`config.mk`:
```
export PLATFORM = sky130hd
export DESIGN_NAME = keypad_entry_display
export DESIGN_NICKNAME = d
export VERILOG_FILES = /design/src/rtl/keypad_entry_display_pkg.sv /design/src/rtl/keypad_entry_display_seg7_mux.sv /design/src/rtl/keypad_entry_display.sv
export SDC_FILE = /design/constraint.sdc
export NUM_CORES = 1
export LEC_CHECK = 0
export ABC_AREA = 1
export BUFFER_PORTS_ARGS = -buffer_cell sky130_fd_sc_hd__buf_4
export CAP_MARGIN = 30
export CORE_MARGIN = 5
export CORE_UTILIZATION = 39
export CTS_BUF_LIST = sky130_fd_sc_hd__clkbuf_8
export DETAILED_ROUTE_END_ITERATION = 16
export SYNTH_ARGS = -nofsm -noshare
export SYNTH_HDL_FRONTEND = slang
export SYNTH_SLANG_ARGS = --single-unit
```
`constraint.sdc`:
```
create_clock -name clk -period 7.6 [get_ports clk]
set_clock_uncertainty 0.2 [all_clocks]
set_input_delay 1.52 -clock clk [delete_from_list [all_inputs] [get_ports clk]]
set_output_delay 1.52 -clock clk [all_outputs]
set_load 0.03 [all_outputs]
```
`src/rtl/keypad_entry_display_pkg.sv`:
```
// Shared definitions for the keypad entry block: key FSM states, the clear key
// and the hex to seven-segment glyph table.
package keypad_entry_display_pkg;

  typedef enum logic [1:0] {
    SYNC     = 2'd0,
    IDLE     = 2'd1,
    DEBOUNCE = 2'd2
  } key_state_e;

  localparam logic [3:0] CLEAR_KEY = 4'hF;

  // Active-low cathodes ordered {g,f,e,d,c,b,a}.
  function automatic logic [6:0] hex2seg(input logic [3:0] h);
    logic [6:0] s;
    case (h)
      4'h0: s = 7'b1000000;
      4'h1: s = 7'b1111001;
      4'h2: s = 7'b0100100;
      4'h3: s = 7'b0110000;
      4'h4: s = 7'b0011001;
      4'h5: s = 7'b0010010;
      4'h6: s = 7'b0000010;
      4'h7: s = 7'b1111000;
      4'h8: s = 7'b0000000;
      4'h9: s = 7'b0010000;
      4'hA: s = 7'b0001000;
      4'hB: s = 7'b0000011;
      4'hC: s = 7'b1000110;
      4'hD: s = 7'b0100001;
      4'hE: s = 7'b0000110;
      default: s = 7'b0001110;
    endcase
    return s;
  endfunction

endpackage

```
`src/rtl/keypad_entry_display_seg7_mux.sv`:
```
// Time-multiplexed four digit seven-segment driver; seg and an are registered
// together so a digit switch never shows the wrong glyph.
module seg7_mux
  import keypad_entry_display_pkg::*;
#(
  parameter int REFRESH_CYCLES = 100000
) (
  input  logic        clk,
  input  logic        rst,
  input  logic [15:0] value,
  output logic [6:0]  seg,
  output logic [3:0]  an
);

  localparam int RW = (REFRESH_CYCLES > 1) ? $clog2(REFRESH_CYCLES) : 1;
  localparam logic [RW-1:0] RCNT_LAST = RW'(REFRESH_CYCLES - 1);

  logic [RW-1:0]   rcnt;
  logic [1:0]      idx;
  logic [1:0]      nxt_idx;
  logic            wrap;
  logic [3:0][3:0] nib;

  assign nib     = value;
  assign wrap    = (rcnt == RCNT_LAST);
  assign nxt_idx = wrap ? idx + 2'd1 : idx;

  // seg is refreshed every cycle so entry changes show up within the slot.
  always_ff @(posedge clk or posedge rst) begin
    if (rst) begin
      rcnt <= '0;
      idx  <= 2'd0;
      an   <= 4'b1110;
      seg  <= 7'b1000000;
    end else begin
      rcnt <= wrap ? '0 : rcnt + 1'b1;
      idx  <= nxt_idx;
      an   <= ~(4'b0001 << nxt_idx);
      seg  <= hex2seg(nib[nxt_idx]);
    end
  end

endmodule

```
`src/rtl/keypad_entry_display.sv`:
```
// Debounced keypad capture into a four digit hex entry register, shown on a
// multiplexed seven-segment display.
module keypad_entry_display
  import keypad_entry_display_pkg::*;
#(
  parameter int DEBOUNCE_CYCLES = 1000000,
  parameter int REFRESH_CYCLES  = 100000
) (
  input  logic        clk,
  input  logic        rst,
  input  logic [3:0]  DecodeOut,
  output logic        key_pulse,
  output logic [3:0]  key_code,
  output logic [15:0] entry,
  output logic [6:0]  seg,
  output logic [3:0]  an
);

  localparam int CW = (DEBOUNCE_CYCLES > 1) ? $clog2(DEBOUNCE_CYCLES) : 1;
  localparam logic [CW-1:0] CNT_LAST = CW'(DEBOUNCE_CYCLES - 1);

  key_state_e    state;
  logic [3:0]    last_key;
  logic [3:0]    cand;
  logic [CW-1:0] cnt;

  always_ff @(posedge clk or posedge rst) begin
    if (rst) begin
      state     <= SYNC;
      last_key  <= 4'h0;
      cand      <= 4'h0;
      cnt       <= '0;
      key_code  <= 4'h0;
      key_pulse <= 1'b0;
      entry     <= 16'h0000;
    end else begin
      key_pulse <= 1'b0;
      case (state)
        // Adopt whatever is held at release so it never counts as a press.
        SYNC: begin
          last_key <= DecodeOut;
          state    <= IDLE;
        end
        IDLE: begin
          if (DecodeOut != last_key) begin
            cand  <= DecodeOut;
            cnt   <= '0;
            state <= DEBOUNCE;
          end
        end
        DEBOUNCE: begin
          if (DecodeOut == cand) begin
            if (cnt == CNT_LAST) begin
              last_key  <= cand;
              key_code  <= cand;
              key_pulse <= 1'b1;
              entry     <= (cand == CLEAR_KEY) ? 16'h0000 : {entry[11:0], cand};
              state     <= IDLE;
            end else begin
              cnt <= cnt + 1'b1;
            end
          end else if (DecodeOut == last_key) begin
            state <= IDLE;
          end else begin
            cand <= DecodeOut;
            cnt  <= '0;
          end
        end
        default: state <= SYNC;
      endcase
    end
  end

  seg7_mux #(
    .REFRESH_CYCLES(REFRESH_CYCLES)
  ) u_mux (
    .clk  (clk),
    .rst  (rst),
    .value(entry),
    .seg  (seg),
    .an   (an)
  );

endmodule

```
======== Word-level counts from Yosys, hierarchy flattened ========
Memories as Yosys holds them, arrays and structs flattened. A register that Yosys moved wholly into a read port is not among the register bits.
Cells that the tools add are included.
storage, ports and cells
  bits in registers ....................... 74
  word-level logic and storage cells ...... 67
  bits in writable memories ............... 0
  memories ................................ 1
  output and inout bits ................... 32
  ROM bits ................................ 112
  latch bits .............................. 0
  bits of input ports ..................... 6
cells by class
  add/subtract/negate cells ............... 3
  reductions and logical operators ........ 8
  mux-type cells .......................... 25
  bitwise operators ....................... 1
  div/mod/pow operators ................... 0
  order comparisons ....................... 1
  shifts and indexed selects .............. 1
  multipliers ............................. 0
  equal/unequal tests ..................... 17
memory list
  name             words  width  read ports  clocked after memory_dff  write ports  RTL line                        source
  (no name shown)  16     7      1           1                         0            keypad_entry_display_pkg.sv:16  case (h)
operators by type and width
  cell                                                 number
  two-way mux 20 bit                                   4
  case mux 20 bit (2 select lines)                     1
  two-way mux 4 bit                                    6
  adder 20 x 1 -> 20 bit (second input constant)       1
  equality test 20 bit (second input constant)         1
  adder 17 x 1 -> 17 bit (second input constant)       1
  equality test 17 bit (second input constant)         1
  two-way mux 17 bit                                   1
  two-way mux 16 bit                                   1
  case mux 4 bit (2 select lines)                      2
  != test 3 bit (second input constant)                4
  two-way mux 2 bit                                    5
  != test 2 bit (second input constant)                5
  AND reduction 3 bit                                  3
  binary-select mux 4 bit (select 2 bit)               1
  equality test 4 bit                                  2
  AND reduction 4 bit                                  2
  case mux 2 bit (3 select lines)                      1
  equality test 4 bit (second input constant)          1
  != test 4 bit                                        1
  inverter 4 bit                                       1
  nonzero test 2 bit                                   2
  left shift 1 x 2 -> 4 bit (first input constant)     1
  < comparator 2 x 3 -> 1 bit (second input constant)  1
  other kinds (5)                                      7

======== Logic depth before layout (Yosys ltp) ========
  depth in word-level cells ............... 4
  gate-level depth with buffers ........... 17
  gate-level depth less buffers ........... 16

======== Modules after synthesis ========
Synthesis repeated with hierarchy kept, for this count alone.
second synthesis, totals
  cell total of the unflattened synthesis .. 617
  area total of the unflattened synthesis .. 4,654.5 sq um
modules (own cells, without submodules)
  module                area an instance (sq um)  instances  sequential area each (sq um)  cells an instance
  keypad_entry_display  2,854.0                   1          1,276.2                       381
  seg7_mux              1,800.5                   1          755.7                         236

======== Least setup slack after synthesis ========
OpenSTA, ideal clock, no wires.
  path kind ............................... input to register
  start point ............................. input port DecodeOut[1]
  end point ............................... register cnt[7]
  stages .................................. 11
  path buffers ............................ 2
  library setup time ...................... 0.135 ns
  arrival time ............................ 2.640 ns
  required time ........................... 7.265 ns
  slack ................................... 4.625 ns
  path through ............................ xor2_1 a21oi_1 nand2_2 inv_2 nand2_1 nand3_1 nand2_2 buf_6 buf_6 nand2_1 o31ai_1
on the way
  word-level cells in the longest chain between the ends .. 3
  elaborated cells on any way between the ends .. 9
  those cells by class .................... eq/ne: 6; mux: 2; reduce/logical: 1
RTL lines
  item                                                                                      RTL line                    source
  start, declared                                                                           keypad_entry_display.sv:11  input logic [3:0] DecodeOut,
  equality test 4 bit, or another cell as far along                                         keypad_entry_display.sv:52  if (DecodeOut == cand) begin
  != test 3 bit (no source line), or another cell as far along                              --
  AND reduction 4 bit (no source line) or case mux 20 bit (2 select lines) (tied branches)  --
  end signal, assigned                                                                      keypad_entry_display.sv:60  cnt <= cnt + 1'b1;
  end, declared                                                                             keypad_entry_display.sv:25  logic [CW-1:0] cnt;
Parallel ways exist; a longest one is shown, timed or not.
A chain may end at the register's enable or synchronous reset.

======== Final worst setup path ========
  start point ............................. input port DecodeOut[1]
  end point ............................... register cnt[6]
The elaborated chain is that of the path after synthesis.

==> impl_metrics.json <==
{
  "cp-start-kind": "input pin",
  "power_frac_seq_pct": 49.5,
  "max_freq_ghz": 0.300,
  "cts_buffer_depth": 2,
  "worst_slew_pin_slew_ns": 0.755,
  "wl_per_cell_um": 13.6,
  "initial_core_util_pct": 39.9,
  "cts_tree": "done",
  "met3_usage_pct": 4.11,
  "grt_busiest_layer": "met2",
  "max-vdd-ir-drop_uv": 141,
  "period_needed_ns": 3.33,
  "overflow": 0,
  "max_stage_delay_ns": 0.30,
  "p_clk_share_pct": 28.3,
  "design.die.area_mm2": 0.0140,
  "cp-end-kind": "flip-flop",
  "p_sw_mw": 0.348,
  "outcome": "finished, final reports clean",
  "drv_cap": 0,
  "hpwl_um": 7630,
  "postCtsSetupRepairBufs": 0,
  "cts_resized": 0,
  "clk_pin_slew_ns": 0.08,
  "antenna_found_initial": 0,
  "io_pins": 38,
  "cts_hold_buffers": 0,
  "critical_path_class": "input pin to flip-flop",
  "pre_cts_ws_ns": 3.86,
  "tns_ns": 0,
  "met2_usage_pct": 23.1,
  "drive_above_1_share_pct": 14.8,
  "dpl_cell_area_mm2": 0.00496,
  "nets": 638,
  "cts_sinks": 81,
  "timing.final.ws_setup_ns": 4.27,
  "power_density_mw_per_mm2": 190,
  "cp.required_ns": 7.69,
  "port_buffers": 37,
  "viasPerCell": 5.11,
  "crit_chain": "buf_4 -> xor2_1 -> a21oi_1 -> nand2_2 -> inv_2 -> nand2_1 -> nand3_1 -> nand2_2 -> inv_2 -> nand2_1 -> a21oi_1",
  "die_h_um": 118,
  "p_sw_share_pct": 35.6,
  "ant_nets": 0,
  "vias": 3944,
  "num_rows": 39,
  "first_pass_iters": 5,
  "grt_max_degree": 62,
  "period_share_pct": 43.8,
  "track_usage_pct": 15.3,
  "gp_congestion": 0.886,
  "grt_pass1_wl_um": 18000,
  "final_area_mm2": 0.00513,
  "p_comb_share_pct": 22.2,
  "synth_warnings": 0,
  "cts_buffers": 9,
  "area_delta_synth_final_pct": 12.0,
  "n_antenna_cell": 0,
  "grt_setup_unrepaired": "false",
  "cts_htree_levels": 3,
  "synthCells": 591,
  "netlist_area_mm2": 0.00458,
  "cts_root_buf": "clkbuf_8",
  "hold_class": "flip-flop to flip-flop",
  "cp.arrival_ns": 3.42,
  "finalSetupViolCount": 0,
  "clock_latency_ns": 0.37,
  "synth_area_per_cell_um2": 7.75,
  "ys_ff_latch": 81,
  "syn_nets": 605,
  "p_int_mw": 0.629,
  "cellLeakagePower_nw": 2.43,
  "cp_max_fo": 21,
  "core-area_mm2": 0.0115,
  "ys_types": 37,
  "power_mw": 0.977,
  "drv_slew": 0,
  "grt_pass1_vias": 3709,
  "hold_violations": 0,
  "ys_seq_area_share_pct": 44.4,
  "routed_wl_um": 10500,
  "die_w_um": 118,
  "dr.first_iter.drc_count": 307,
  "max_slew_margin_pct": 49.5,
  "slowest_stage": "inv_2",
  "grtUsageMet1_pct": 21.2,
  "remaining_drc_errors": 0
}
[cells in the final DEF, fill, tap and decap left out]
cell	count
and3_1	1
nand2_2	9
o2111ai_1	1
o21ai_0	30
nand3_1	65
o211a_1	1
nor3b_1	1
a2bb2oi_1	1
nor3_2	1
clkinv_2	3
xnor2_1	5
buf_4	39
ha_1	8
inv_2	10
nor2_1	36
clkbuf_8	9
buf_16	1
a21oi_1	14
nor2_4	2
or2_2	1
nor2_2	3
nand2_1	140
o31ai_1	8
inv_1	70
nand3b_1	4
xor2_1	15
nor4_2	1
a31oi_1	1
nand2_4	1
nor3_1	18
nand3_2	6
dfstp_2	4
o21ai_1	17
dfrtp_1	77
nand4_1	21
nor4_1	2
clkinvlp_4	3
[worst paths after layout]
path                       slack (ns)                      end                    start  cells past startpoint
max                              4.27       cnt[6]$_DFFE_PP0P_             DecodeOut[1]                     11
min                              0.26  u_mux.rcnt[0]$_DFF_PP0_  u_mux.rcnt[0]$_DFF_PP0_                      1
max reg2reg                      4.46   u_mux.seg[3]$_DFF_PP0_  u_mux.rcnt[0]$_DFF_PP0_                     15
min reg2reg                      0.26  u_mux.rcnt[0]$_DFF_PP0_  u_mux.rcnt[0]$_DFF_PP0_                      1
max in group asynchronous        5.62       cnt[1]$_DFFE_PP0P_                      rst                      4
min in group asynchronous        0.97  u_mux.rcnt[8]$_DFF_PP0_                      rst                      3
[final cells by class]
class | instances | area (µm²)
well taps | 143 | 179
fillers | 1152 | 6340
clock buffers | 9 | 124
flip-flops and latches | 81 | 2030
repair buffers | 40 | 320
clock inverters | 7 | 40.0
inverters | 79 | 298
multi-input cells | 413 | 2140
[registers in the layout, indices dropped and copies added, names as in the netlist, 4 cells and up]
name / cells
u_mux.rcnt: 17
cnt: 20
cand: 4
u_mux.an: 4
key_code: 4
entry: 16
u_mux.seg: 7
last_key: 4
[power groups by stage]
stage | clock network [mW] | registers [mW] | logic, mW
final | 0.276 | 0.484 | 0.217
after global routing | 0.305 | 0.488 | 0.247
after CTS | 0.288 | 0.484 | 0.220
after detailed placement | 0 | 0.492 | 0.218
after global placement | 0 | 0.491 | 0.213
after floorplan | 0 | 0.484 | 0.188
[cells in the mapped netlist]
| cell | instances | area share, % |
|---|---|---|
| nand3_1 | 65 | 7.1 |
| nand2_1 | 140 | 11 |
| nand3b_1 | 4 | 0.66 |
| and3_1 | 1 | 0.14 |
| xnor2_1 | 5 | 0.96 |
| dfrtp_1 | 77 | 42 |
| nor3_1 | 18 | 2.0 |
| o31ai_1 | 8 | 1.3 |
| a31oi_1 | 1 | 0.14 |
| a21oi_1 | 14 | 1.5 |
| o211a_1 | 1 | 0.22 |
| ha_1 | 8 | 2.2 |
| nor4_1 | 2 | 0.27 |
| o2111ai_1 | 1 | 0.19 |
| nor2_1 | 36 | 3.0 |
| nand4_1 | 21 | 2.9 |
| a2bb2oi_1 | 1 | 0.19 |
| nand2_2 | 9 | 1.2 |
| nor3_2 | 1 | 0.22 |
| nand2_4 | 1 | 0.25 |
| clkbuf_2 | 1 | 0.11 |
| dfstp_2 | 4 | 2.3 |
| buf_2 | 4 | 0.44 |
| nor2_2 | 3 | 0.41 |
| nor2_4 | 2 | 0.49 |
| buf_6 | 4 | 0.98 |
| or2_2 | 1 | 0.14 |
| nor3b_1 | 1 | 0.16 |
| o21ai_0 | 30 | 3.3 |
| nor4_2 | 1 | 0.27 |
| inv_1 | 69 | 5.7 |
| nand3_2 | 6 | 1.3 |
| buf_4 | 3 | 0.49 |
| xor2_1 | 15 | 2.9 |
| inv_2 | 10 | 0.82 |
| clkbuf_1 | 6 | 0.49 |
| o21ai_1 | 17 | 1.9 |
[per-layer routing]
layer | wire [µm] | share of wire (%)
met1 | 5100 | 49
met2 | 4690 | 45
met3 | 474 | 4.5
met4 | 200 | 1.9
met5 | 0 | 0
[kinds of logic (layout without fill, tap and decap cells)]
group / Yosys count / in the layout / share of synthesized area [%]
and+or+nand+nor: 312 / 312 / 31.9
AOI/OAI and AO/OA: 73 / 73 / 8.72
buffers and inverters: 97 / 135 / 8.99
DFF: 81 / 81 / 44.4
adders and majority gates: 8 / 8 / 2.19
xor gates and xnor gates: 20 / 20 / 3.83
[worst max-delay path, delay by kind of cell]
family / cells / cell delay (ns)
compound gates: 2 / 0.31
xor+xnor: 1 / 0.15
buf+inv: 3 / 0.60
simple gates: 5 / 0.84
[per-stage QoR]
stage | utilization, % | hold slack (ns) | std cells
2_1_floorplan | - | 0.233 | 591
3_3_place_gp | 43.1 | 0.248 | 755
3_5_place_dp | 43.3 | 0.252 | 756
4_1_cts | 44.7 | 0.263 | 772
5_1_grt | 44.7 | 0.284 | 772
6_report | 44.7 | 0.259 | 772
Note: power is estimated with default switching activity, not from simulation.
